### config.mk
export PLATFORM = sky130hd
export DESIGN_NAME = multi_channel_power_path_flat
export DESIGN_NICKNAME = d
export VERILOG_FILES = /design/src/rtl/multi_channel_power_path_if.sv /design/src/rtl/multi_channel_power_path.sv /design/src/flat_wrapper.sv
export SDC_FILE = /design/constraint.sdc
export NUM_CORES = 2
export LEC_CHECK = 0
export CORE_UTILIZATION = 35
export DETAILED_ROUTE_END_ITERATION = 7
export MAX_ROUTING_LAYER = met4
export PLACE_DENSITY = 0.6
export SLEW_MARGIN = 30
export SYNTH_ARGS = -nofsm -noshare
export SYNTH_HDL_FRONTEND = slang
export SYNTH_SLANG_ARGS = --single-unit
export TNS_END_PERCENT = 20
### constraint.sdc
create_clock -name clk -period 6.23 [get_ports clk]
set_input_delay 1.869 -clock clk [delete_from_list [all_inputs] [get_ports clk]]
set_output_delay 1.869 -clock clk [all_outputs]
set_load 0.02 [all_outputs]
### src/rtl/multi_channel_power_path_if.sv
// Sample-in / power-out bundle for multi_channel_power_path.
// master drives samples and ready; slave is the datapath.
interface multi_channel_power_path_if #(
    parameter int ADC_DW = 12,
    parameter int CW     = 2,
    parameter int PW     = 39
);
    logic              en_i;
    logic [ADC_DW-1:0] sample_i;
    logic [CW-1:0]     ch_i;
    logic              sample_valid_i;
    logic [PW-1:0]     power_o;
    logic [CW-1:0]     ch_o;
    logic              valid_o;
    logic              ready_i;
    logic              overflow_o;

    modport master (
        output en_i, sample_i, ch_i, sample_valid_i, ready_i,
        input  power_o, ch_o, valid_o, overflow_o
    );

    modport slave (
        input  en_i, sample_i, ch_i, sample_valid_i, ready_i,
        output power_o, ch_o, valid_o, overflow_o
    );
endinterface

### src/rtl/multi_channel_power_path.sv
// Interleaved multi-channel receive path: DC removal, fs/4 mix, integrate-and-dump, I^2+Q^2.
// Define MCPP_DC_BLOCK_EN to build the per-channel DC estimator; otherwise y = x.
module multi_channel_power_path #(
    parameter int NUM_CH   = 4,
    parameter int ADC_DW   = 12,
    parameter int DEC_LOG2 = 6,
    parameter int DC_SHIFT = 8
) (
    input logic                    clk,
    input logic                    rst_n,
    multi_channel_power_path_if.slave bus
);
    localparam int ACC_W = ADC_DW + 1 + DEC_LOG2;
    localparam int PW    = 2 * ACC_W + 1;
    localparam int CW    = (NUM_CH > 1) ? $clog2(NUM_CH) : 1;

    if (NUM_CH < 1 || DEC_LOG2 < 2 || DEC_LOG2 > 10 || DC_SHIFT < 1) begin : g_bad_params
        $error("multi_channel_power_path: parameter out of range");
    end

    logic                     accept;
    logic signed [ADC_DW-1:0] x_s, y_s;

    assign accept = bus.sample_valid_i & bus.en_i & (32'(bus.ch_i) < NUM_CH);
    assign x_s    = {~bus.sample_i[ADC_DW-1], bus.sample_i[ADC_DW-2:0]};

`ifdef MCPP_DC_BLOCK_EN
    localparam int DC_W = ADC_DW + DC_SHIFT;
    localparam logic signed [DC_W-1:0] Y_MAX = DC_W'((2 ** (ADC_DW - 1)) - 1);
    localparam logic signed [DC_W-1:0] Y_MIN = -Y_MAX - DC_W'(1);

    function automatic logic signed [ADC_DW-1:0] sat_adc(input logic signed [DC_W-1:0] v);
        if (v > Y_MAX) return Y_MAX[ADC_DW-1:0];
        if (v < Y_MIN) return Y_MIN[ADC_DW-1:0];
        return v[ADC_DW-1:0];
    endfunction

    logic signed [DC_W-1:0] dc [NUM_CH];
    logic signed [DC_W-1:0] dc_cur, dc_err;

    always_comb begin
        dc_cur = dc[bus.ch_i];
        dc_err = DC_W'(x_s) - (dc_cur >>> DC_SHIFT);
        y_s    = sat_adc(dc_err);
    end

    // dc tracks x scaled by 2^DC_SHIFT; its shifted value is the running mean
    always_ff @(posedge clk) begin
        if (!rst_n) begin
            for (int i = 0; i < NUM_CH; i++) dc[i] <= '0;
        end else if (accept) begin
            dc[bus.ch_i] <= dc_cur + dc_err;
        end
    end
`else
    assign y_s = x_s;
`endif

    logic signed [ADC_DW-1:0]  y_p0;
    logic [CW-1:0]             ch_p0, ch_p1, ch_p2, ch_p3;
    logic                      vld_p0, vld_p1, vld_p2, vld_p3;
    logic signed [ACC_W-1:0]   i_p1, q_p1;
    logic signed [2*ACC_W-1:0] sq_i_p2, sq_q_p2;
    logic [PW-1:0]             pw_p3;

    logic [1:0]                phase [NUM_CH];
    logic [DEC_LOG2-1:0]       cnt   [NUM_CH];
    logic signed [ACC_W-1:0]   acc_i [NUM_CH];
    logic signed [ACC_W-1:0]   acc_q [NUM_CH];

    logic [1:0]                ph_cur;
    logic signed [ADC_DW:0]    y_ext, mix_i, mix_q;
    logic signed [ACC_W-1:0]   sum_i, sum_q;
    logic                      term;

    logic                      valid_r, ovf_r;
    logic [PW-1:0]             power_r;
    logic [CW-1:0]             ch_r;

    // S2: fs/4 mix is a sign/swap selection; no multiplier needed
    always_comb begin
        ph_cur = phase[ch_p0];
        y_ext  = {y_p0[ADC_DW-1], y_p0};
        mix_i  = '0;
        mix_q  = '0;
        case (ph_cur)
            2'd0:    mix_i = y_ext;
            2'd1:    mix_q = -y_ext;
            2'd2:    mix_i = -y_ext;
            default: mix_q = y_ext;
        endcase
        sum_i = acc_i[ch_p0] + ACC_W'(mix_i);
        sum_q = acc_q[ch_p0] + ACC_W'(mix_q);
        term  = (cnt[ch_p0] == {DEC_LOG2{1'b1}});
    end

    always_ff @(posedge clk) begin
        if (!rst_n) begin
            vld_p0  <= 1'b0;
            vld_p1  <= 1'b0;
            vld_p2  <= 1'b0;
            vld_p3  <= 1'b0;
            for (int i = 0; i < NUM_CH; i++) begin
                phase[i] <= '0;
                cnt[i]   <= '0;
                acc_i[i] <= '0;
                acc_q[i] <= '0;
            end
            valid_r <= 1'b0;
            power_r <= '0;
            ch_r    <= '0;
            ovf_r   <= 1'b0;
        end else begin
            vld_p0 <= accept;
            vld_p1 <= vld_p0 & term;
            vld_p2 <= vld_p1;
            vld_p3 <= vld_p2;
            if (vld_p0) begin
                phase[ch_p0] <= ph_cur + 2'd1;
                cnt[ch_p0]   <= cnt[ch_p0] + 1'b1;
                acc_i[ch_p0] <= term ? '0 : sum_i;
                acc_q[ch_p0] <= term ? '0 : sum_q;
            end
            // output holds while stalled; a result arriving then is lost
            if (vld_p3 && (!valid_r || bus.ready_i)) begin
                valid_r <= 1'b1;
                power_r <= pw_p3;
                ch_r    <= ch_p3;
            end else if (valid_r && bus.ready_i) begin
                valid_r <= 1'b0;
            end
            if (vld_p3 && valid_r && !bus.ready_i) ovf_r <= 1'b1;
        end
    end

    always_ff @(posedge clk) begin
        // S1: converted sample
        y_p0    <= y_s;
        ch_p0   <= bus.ch_i;
        // S2: dumped integrator pair
        i_p1    <= sum_i;
        q_p1    <= sum_q;
        ch_p1   <= ch_p0;
        // S3: squares
        sq_i_p2 <= i_p1 * i_p1;
        sq_q_p2 <= q_p1 * q_p1;
        ch_p2   <= ch_p1;
        // S4: exact sum
        pw_p3   <= PW'(sq_i_p2) + PW'(sq_q_p2);
        ch_p3   <= ch_p2;
    end

    assign bus.power_o    = power_r;
    assign bus.ch_o       = ch_r;
    assign bus.valid_o    = valid_r;
    assign bus.overflow_o = ovf_r;
endmodule

### src/flat_wrapper.sv
// flat-port wrapper written by rule: the top's interface ports become plain ports
module multi_channel_power_path_flat 
#(
    parameter int NUM_CH   = 4,
    parameter int ADC_DW   = 12,
    parameter int DEC_LOG2 = 6,
    parameter int DC_SHIFT = 8
)
  (clk, rst_n, bus_en_i, bus_sample_i, bus_ch_i, bus_sample_valid_i, bus_ready_i, bus_power_o, bus_ch_o, bus_valid_o, bus_overflow_o);
  multi_channel_power_path_if #(.ADC_DW(ADC_DW), .CW(((NUM_CH > 1) ? $clog2(NUM_CH) : 1)), .PW((2 * (ADC_DW + 1 + DEC_LOG2) + 1))) bus_i ();
  input logic clk;
  input logic rst_n;
  input wire logic [$bits(bus_i.en_i)-1:0] bus_en_i;
  input wire logic [$bits(bus_i.sample_i)-1:0] bus_sample_i;
  input wire logic [$bits(bus_i.ch_i)-1:0] bus_ch_i;
  input wire logic [$bits(bus_i.sample_valid_i)-1:0] bus_sample_valid_i;
  input wire logic [$bits(bus_i.ready_i)-1:0] bus_ready_i;
  output wire logic [$bits(bus_i.power_o)-1:0] bus_power_o;
  output wire logic [$bits(bus_i.ch_o)-1:0] bus_ch_o;
  output wire logic [$bits(bus_i.valid_o)-1:0] bus_valid_o;
  output wire logic [$bits(bus_i.overflow_o)-1:0] bus_overflow_o;
  assign bus_i.en_i = bus_en_i;
  assign bus_i.sample_i = bus_sample_i;
  assign bus_i.ch_i = bus_ch_i;
  assign bus_i.sample_valid_i = bus_sample_valid_i;
  assign bus_i.ready_i = bus_ready_i;
  assign bus_power_o = bus_i.power_o;
  assign bus_ch_o = bus_i.ch_o;
  assign bus_valid_o = bus_i.valid_o;
  assign bus_overflow_o = bus_i.overflow_o;
  multi_channel_power_path #(.NUM_CH(NUM_CH), .ADC_DW(ADC_DW), .DEC_LOG2(DEC_LOG2), .DC_SHIFT(DC_SHIFT)) u_core (.clk(clk), .rst_n(rst_n), .bus(bus_i));
endmodule
* Word-level counts from Yosys, hierarchy flattened
Memory sizes are Yosys's and may differ from the RTL's. A register that Yosys moved wholly into a read port is not among the register bits. Index checks and enable logic that the tools add are counted.
Storage, ports and cells: input port bits 19, word-level logic and storage cells 72, memories 4, bits in registers 220, output and inout bits 43, RAM bits 184
Operators by class: $add $sub $neg 6, multiply operators 2, bitwise operators 3, reductions and logical operators 14, equal/unequal tests 3, multiplexer cells 22
Memory list:
- u_core.acc_i | words 4, bits a word 19, rd ports 1, clocked after memory_dff 1, write ports 4, line multi_channel_power_path.sv:68 | logic signed [ACC_W-1:0] acc_i [NUM_CH];
- u_core.acc_q | words 4, bits a word 19, rd ports 1, clocked after memory_dff 1, write ports 4, line multi_channel_power_path.sv:69 | logic signed [ACC_W-1:0] acc_q [NUM_CH];
- u_core.cnt | words 4, bits a word 6, rd ports 1, clocked after memory_dff 1, write ports 4, line multi_channel_power_path.sv:67 | logic [DEC_LOG2-1:0] cnt [NUM_CH];
- u_core.phase | words 4, bits a word 2, rd ports 1, clocked after memory_dff 1, write ports 4, line multi_channel_power_path.sv:66 | logic [1:0] phase [NUM_CH];
Operator list (count):
- multiplier 19 x 19 -> 38 bit | 2
- 2-to-1 mux 19 bit | 4
- one-hot mux 13 bit (2 select lines) | 2
- adder 38 x 38 -> 39 bit | 1
- adder 19 x 13 -> 19 bit | 2
- OR reduction 19 bit | 2
- negator 12 -> 13 bit | 1
- 2-to-1 mux 1 bit | 10
- 2-to-1 mux 2 bit | 5
- adder 6 x 1 -> 6 bit (second input constant) | 1
- equality test 6 bit (second input constant) | 1
- 2-to-1 mux 6 bit | 1
- OR reduction 6 bit | 1
- logical AND 1 bit | 4
- OR reduction 2 bit | 2
- adder 2 x 1 -> 2 bit (second input constant) | 1
- bitwise AND 1 bit | 2
- equality test 2 x 1 -> 1 bit (second input constant) | 1
- equality test 2 bit (second input constant) | 1
- zero test 1 bit | 2
- zero test 2 bit | 1
- nonzero test 2 bit | 1
- logical OR 1 bit | 1
- inverter 1 bit | 1

* Depth between registers and ports, before layout
depth in word-level cells 6, gate-level depth with buffers 26, depth with buffers taken out 24

* Worst setup path after synthesis
OpenSTA, ideal clock, no wires.
path type reg2reg, from register u_core.q_p1[18], to register u_core.sq_q_p2[36], arrival 6.751 ns, clock period less this slack 6.812 ns, setup slack -0.582 ns, data required time 6.168 ns, buffers on the path 2, setup time 0.062 ns, stages on the path, launching flop included 21, cell sequence dfxtp_1 -> clkbuf_1 -> clkbuf_1 -> nand2_1 -> fa_1 -> inv_1 -> fa_1 -> fa_1 -> fa_1 -> fa_1 -> fa_1 -> ha_1 -> ha_1 -> a21oi_1 -> nor3b_1 -> o221ai_2 -> and3_4 -> a31o_1 -> o31a_1 -> or4b_1 -> nand3_1
Between the ends: word-level cells in the longest chain between the ends 1
RTL lines:
- start, declared | line multi_channel_power_path.sv:62 | logic signed [ACC_W-1:0] i_p1, q_p1;
- start signal, assigned | line multi_channel_power_path.sv:142 | q_p1 <= sum_q;
- multiplier 19 x 19 -> 38 bit | line multi_channel_power_path.sv:146 | sq_q_p2 <= q_p1 * q_p1;
- end signal, assigned | line multi_channel_power_path.sv:146
- end, declared | line multi_channel_power_path.sv:63 | logic signed [2*ACC_W-1:0] sq_i_p2, sq_q_p2;
No other way between the ends. A chain may end at the register's enable or synchronous reset.

* Worst setup path in the final report
from register u_core.q_p1[2], to register u_core.sq_q_p2[36]
Same word-level chain as after synthesis.

==> run_results.csv <==
group,metric,value,unit
status,outcome,"finished, violations left",
status,failed_checks,"setup timing",
routing,postRouteAntennaNets,0,
critical_path,slowest_delay,0.55,ns
grt,grt_pass1_wl,163000,um
min_path,hp-class,"reg -> reg",
synth,synth_top_area_cell,"fa_1",
cts,clk_pin_slew,0.06,ns
grt,grt.overflow.total,0,
routing,wl_met3,5240,um
cts,cts_buffer_depth,3,
sta,setup_slack,-0.149,ns
critical_path,path_class,"reg -> reg",
grt,grtUsageTotal,18.2,%
layout,regArea,9970,um2
place,port_buffers,61,
sta,setup_viol_count_final,10,
floorplanning,pin_count,62,
grt,grt_pass1_vias,30900,
synth,synth_area,40900,um2
sta,whs,0.329,ns
sta,fin_crit_sh,102,%
grt,grt_max_degree,55,
routing,vias,28400,
routing,drt_iter0_markers,1545,
routing,wl_met2,49100,um
synth,synth-seq-cells,402,
cts,cts.sinks,402,
layout,num-fill-cells,11000,
sta,rsz0062_at_grt,"yes",
sta,fin_skew,0.0476,ns
synth,synth.top_cell.area_share,32.5,%
sta,slew_viol_final,0,
floorplanning,core-area,115000,um2
cts,cts_max_level,2,
cts,cts_tree,"done",
floorplanning,initial_core_util,35.5,%
routing,wire_per_inst,16.7,um
run,maxCapViolations,0,
sta,relSlewSlack,38.2,%
sta,tightest_slew,0.924,ns
critical_path,crit_path_cell_trace,"buf_4 > and2_1 > fa_1 > inv_1 > fa_1 > fa_1 > inv_1 > fa_1 > inv_1 > fa_1 > inv_1 > fa_1 > ha_1 > ha_1 > o21ai_2 > nor2_1 > a21oi_2 > o221ai_2 > and3_4 > a31o_1 > o31a_1 > or4b_1 > nand3_1",
cts,cts_root_buf,"clkbuf_16",
synth,synth_edf_count,184,
grt,antenna_found_initial,4,
sta,final.min_clock_period,6.38,ns
sta,max_freq,157,MHz
cts,numCtsBuffers,41,
layout,area_growth,20.3,%
routing,drt_first_pass_iters,5,
synth,avgSynthCellArea,10.3,um2
routing,met1Wirelength,44200,um
routing,drc_errors,0,
routing,wirelength,100000,um
floorplanning,dieWidth,344,um
critical_path,crit_required,6.77,ns
sta,hold_violations,0,
layout,drive_above_1_share,18.1,%
critical_path,cpMostUsedCell,"fa_1",
layout,nets,5455,
cts,clk_latency,0.60,ns
synth,ys_seq_area_share,24.2,%
routing,vias_per_cell,4.75,
synth,synth_area_leaders,"fa_1 32%, edfxtp_1 14%, dfxtp_1 11%",
synth,syn_nets,4990,
floorplanning,die_area,118000,um2
place,dpl.hpwl,80400,um
critical_path,crit_path_start_kind,"flip-flop",
critical_path,critPathArrivalTime,6.92,ns
synth,synth_cells,3973,
floorplanning,rows,124,
synth,synth_ff_type,"dfxtp_1",
layout,multi_input_area,28100,um2
routing,top_layer,"met4",
critical_path,crit_slowest_cell,"fa_1",
synth,yosys_warnings,0,
critical_path,cp_max_fo,3,
critical_path,end_kind,"flip-flop",
synth,synthArstFlopShare,0,%
place,gp_congestion,0.890,
synth,synth.distinct_cells,75,
floorplanning,die_h,344,um
==> cell type report <==
type,count,area share (%)
Antenna cell,1,0.00509
Clock buffer,56,2.33
Clock inverter,18,0.466
Inverter,840,6.42
Multi-Input combinational cell,2604,57.3
Sequential cell,402,20.3
Tap cell,1512,3.85
Timing Repair Buffer,549,9.38
==> cell usage after synthesis, drive strengths merged (9+ instances only) <==
cell,count
a22oi,12
xor2,56
nor2,264
o31ai,12
dfxtp,218
a21oi,102
or2,12
and3,17
nand2,391
a21boi,46
buf,12
o21bai,18
o21a,19
and2,106
nor2b,42
mux4,46
a31oi,10
or3,10
a21o,61
nand2b,27
o211ai,13
clkbuf,115
xnor2,118
nor3b,15
inv,840
fa,663
o21ai,64
nand3,34
a211oi,10
nor3,28
a31o,9
ha,335
edfxtp,184
==> cell families (layout without fill, tap and decap cells) <==
kind of cell / count (synthesis) / after routing / synth area share [%]
adders and majority gates: 998 / 998 / 42.7
and+or+nand+nor: 960 / 960 / 10.7
buffers and inverters: 967 / 1463 / 8.91
DFF: 402 / 402 / 24.2
muxes: 53 / 53 / 2.71
other: 0 / 1 / 0
xor gates and xnor gates: 174 / 174 / 3.73
AOI/OAI and AO/OA: 419 / 419 / 7.03
==> flip-flops by register name, indices dropped and copies added, names as in the netlist, 19 cells and up <==
register            flops
u_core.bus.power_o     39
u_core.q_p1            19
u_core.acc_q           76
u_core.sq_i_p2         37
u_core.i_p1            19
u_core.acc_i           76
u_core.cnt             24
u_core.pw_p3           39
u_core.sq_q_p2         37
==> worst max-delay path, delay by kind of cell, from the launching register on <==
kind,cells,cell delay (ns)
flops,1,0.37
buf+inv,5,0.36
fa+ha+maj,8,3.59
simple gates,5,1.02
compound gates,5,0.98
==> what timing repair did <==
action	CTS	global route
hold buffers	0	0
endpoints found under the setup margin	32	33
buffers inserted	22	6
pin swaps	77	37
gates resized for setup	129	56
endpoints found under the hold margin	0	0
gates cloned	0	0
==> cells in the final DEF, fill, tap and decap left out, types with 29 or more instances in the layout <==
master / synthesis / layout
a21o_1: 61 / 61
xor2_1: 56 / 55
buf_4: 2 / 453
nor2_1: 264 / 259
nor2b_1: 42 / 40
and2_1: 106 / 93
fa_1: 663 / 639
xnor2_1: 118 / 117
a21boi_0: 46 / 45
inv_1: 840 / 831
clkdlybuf4s50_1: 0 / 60
mux4_2: 46 / 46
o21ai_0: 62 / 53
edfxtp_1: 184 / 184
ha_1: 335 / 305
a21oi_1: 102 / 88
nand3_1: 34 / 33
clkbuf_16: 0 / 42
ha_4: 0 / 29
nand2_1: 391 / 368
dfxtp_1: 218 / 187
==> layer usage <==
| layer | up-vias | GRT usage, % |
|---|---|---|
| met3 | 96 | 2.55 |
| li1 | 13400 | - |
| met1 | 14400 | 24.0 |
| met4 | 0 | 3.09 |
| met2 | 575 | 30.2 |
| met5 | - | - |
==> per-stage QoR <==
step | worst slack, ns | instances | setup TNS (ns) | utilization, % | instance area [um2]
floorplan | -0.0437 | 3973 | -0.0628 | - | 41300
global placement | -0.557 | 5880 | -7.83 | 40.7 | 46800
detailed placement | -0.583 | 5880 | -8.70 | 40.7 | 46800
CTS | -0.224 | 5975 | -0.528 | 42.5 | 48900
global route | -0.353 | 5982 | -4.53 | 42.7 | 49100
finish | -0.149 | 5982 | -0.501 | 42.7 | 49100
==> worst paths after layout <==
path                    from                 end  slack [ns]  cells after the start
min          u_core.ch_p1[0]     u_core.ch_p2[0]        0.33                      0
max reg2reg   u_core.q_p1[2]  u_core.sq_q_p2[36]       -0.15                     23
max           u_core.q_p1[2]  u_core.sq_q_p2[36]       -0.15                     23
min reg2reg  u_core.ch_p1[0]     u_core.ch_p2[0]        0.33                      0
Power is not shown: default switching activity piles up to over one toggle a cycle in this logic, so the estimate is an artifact.
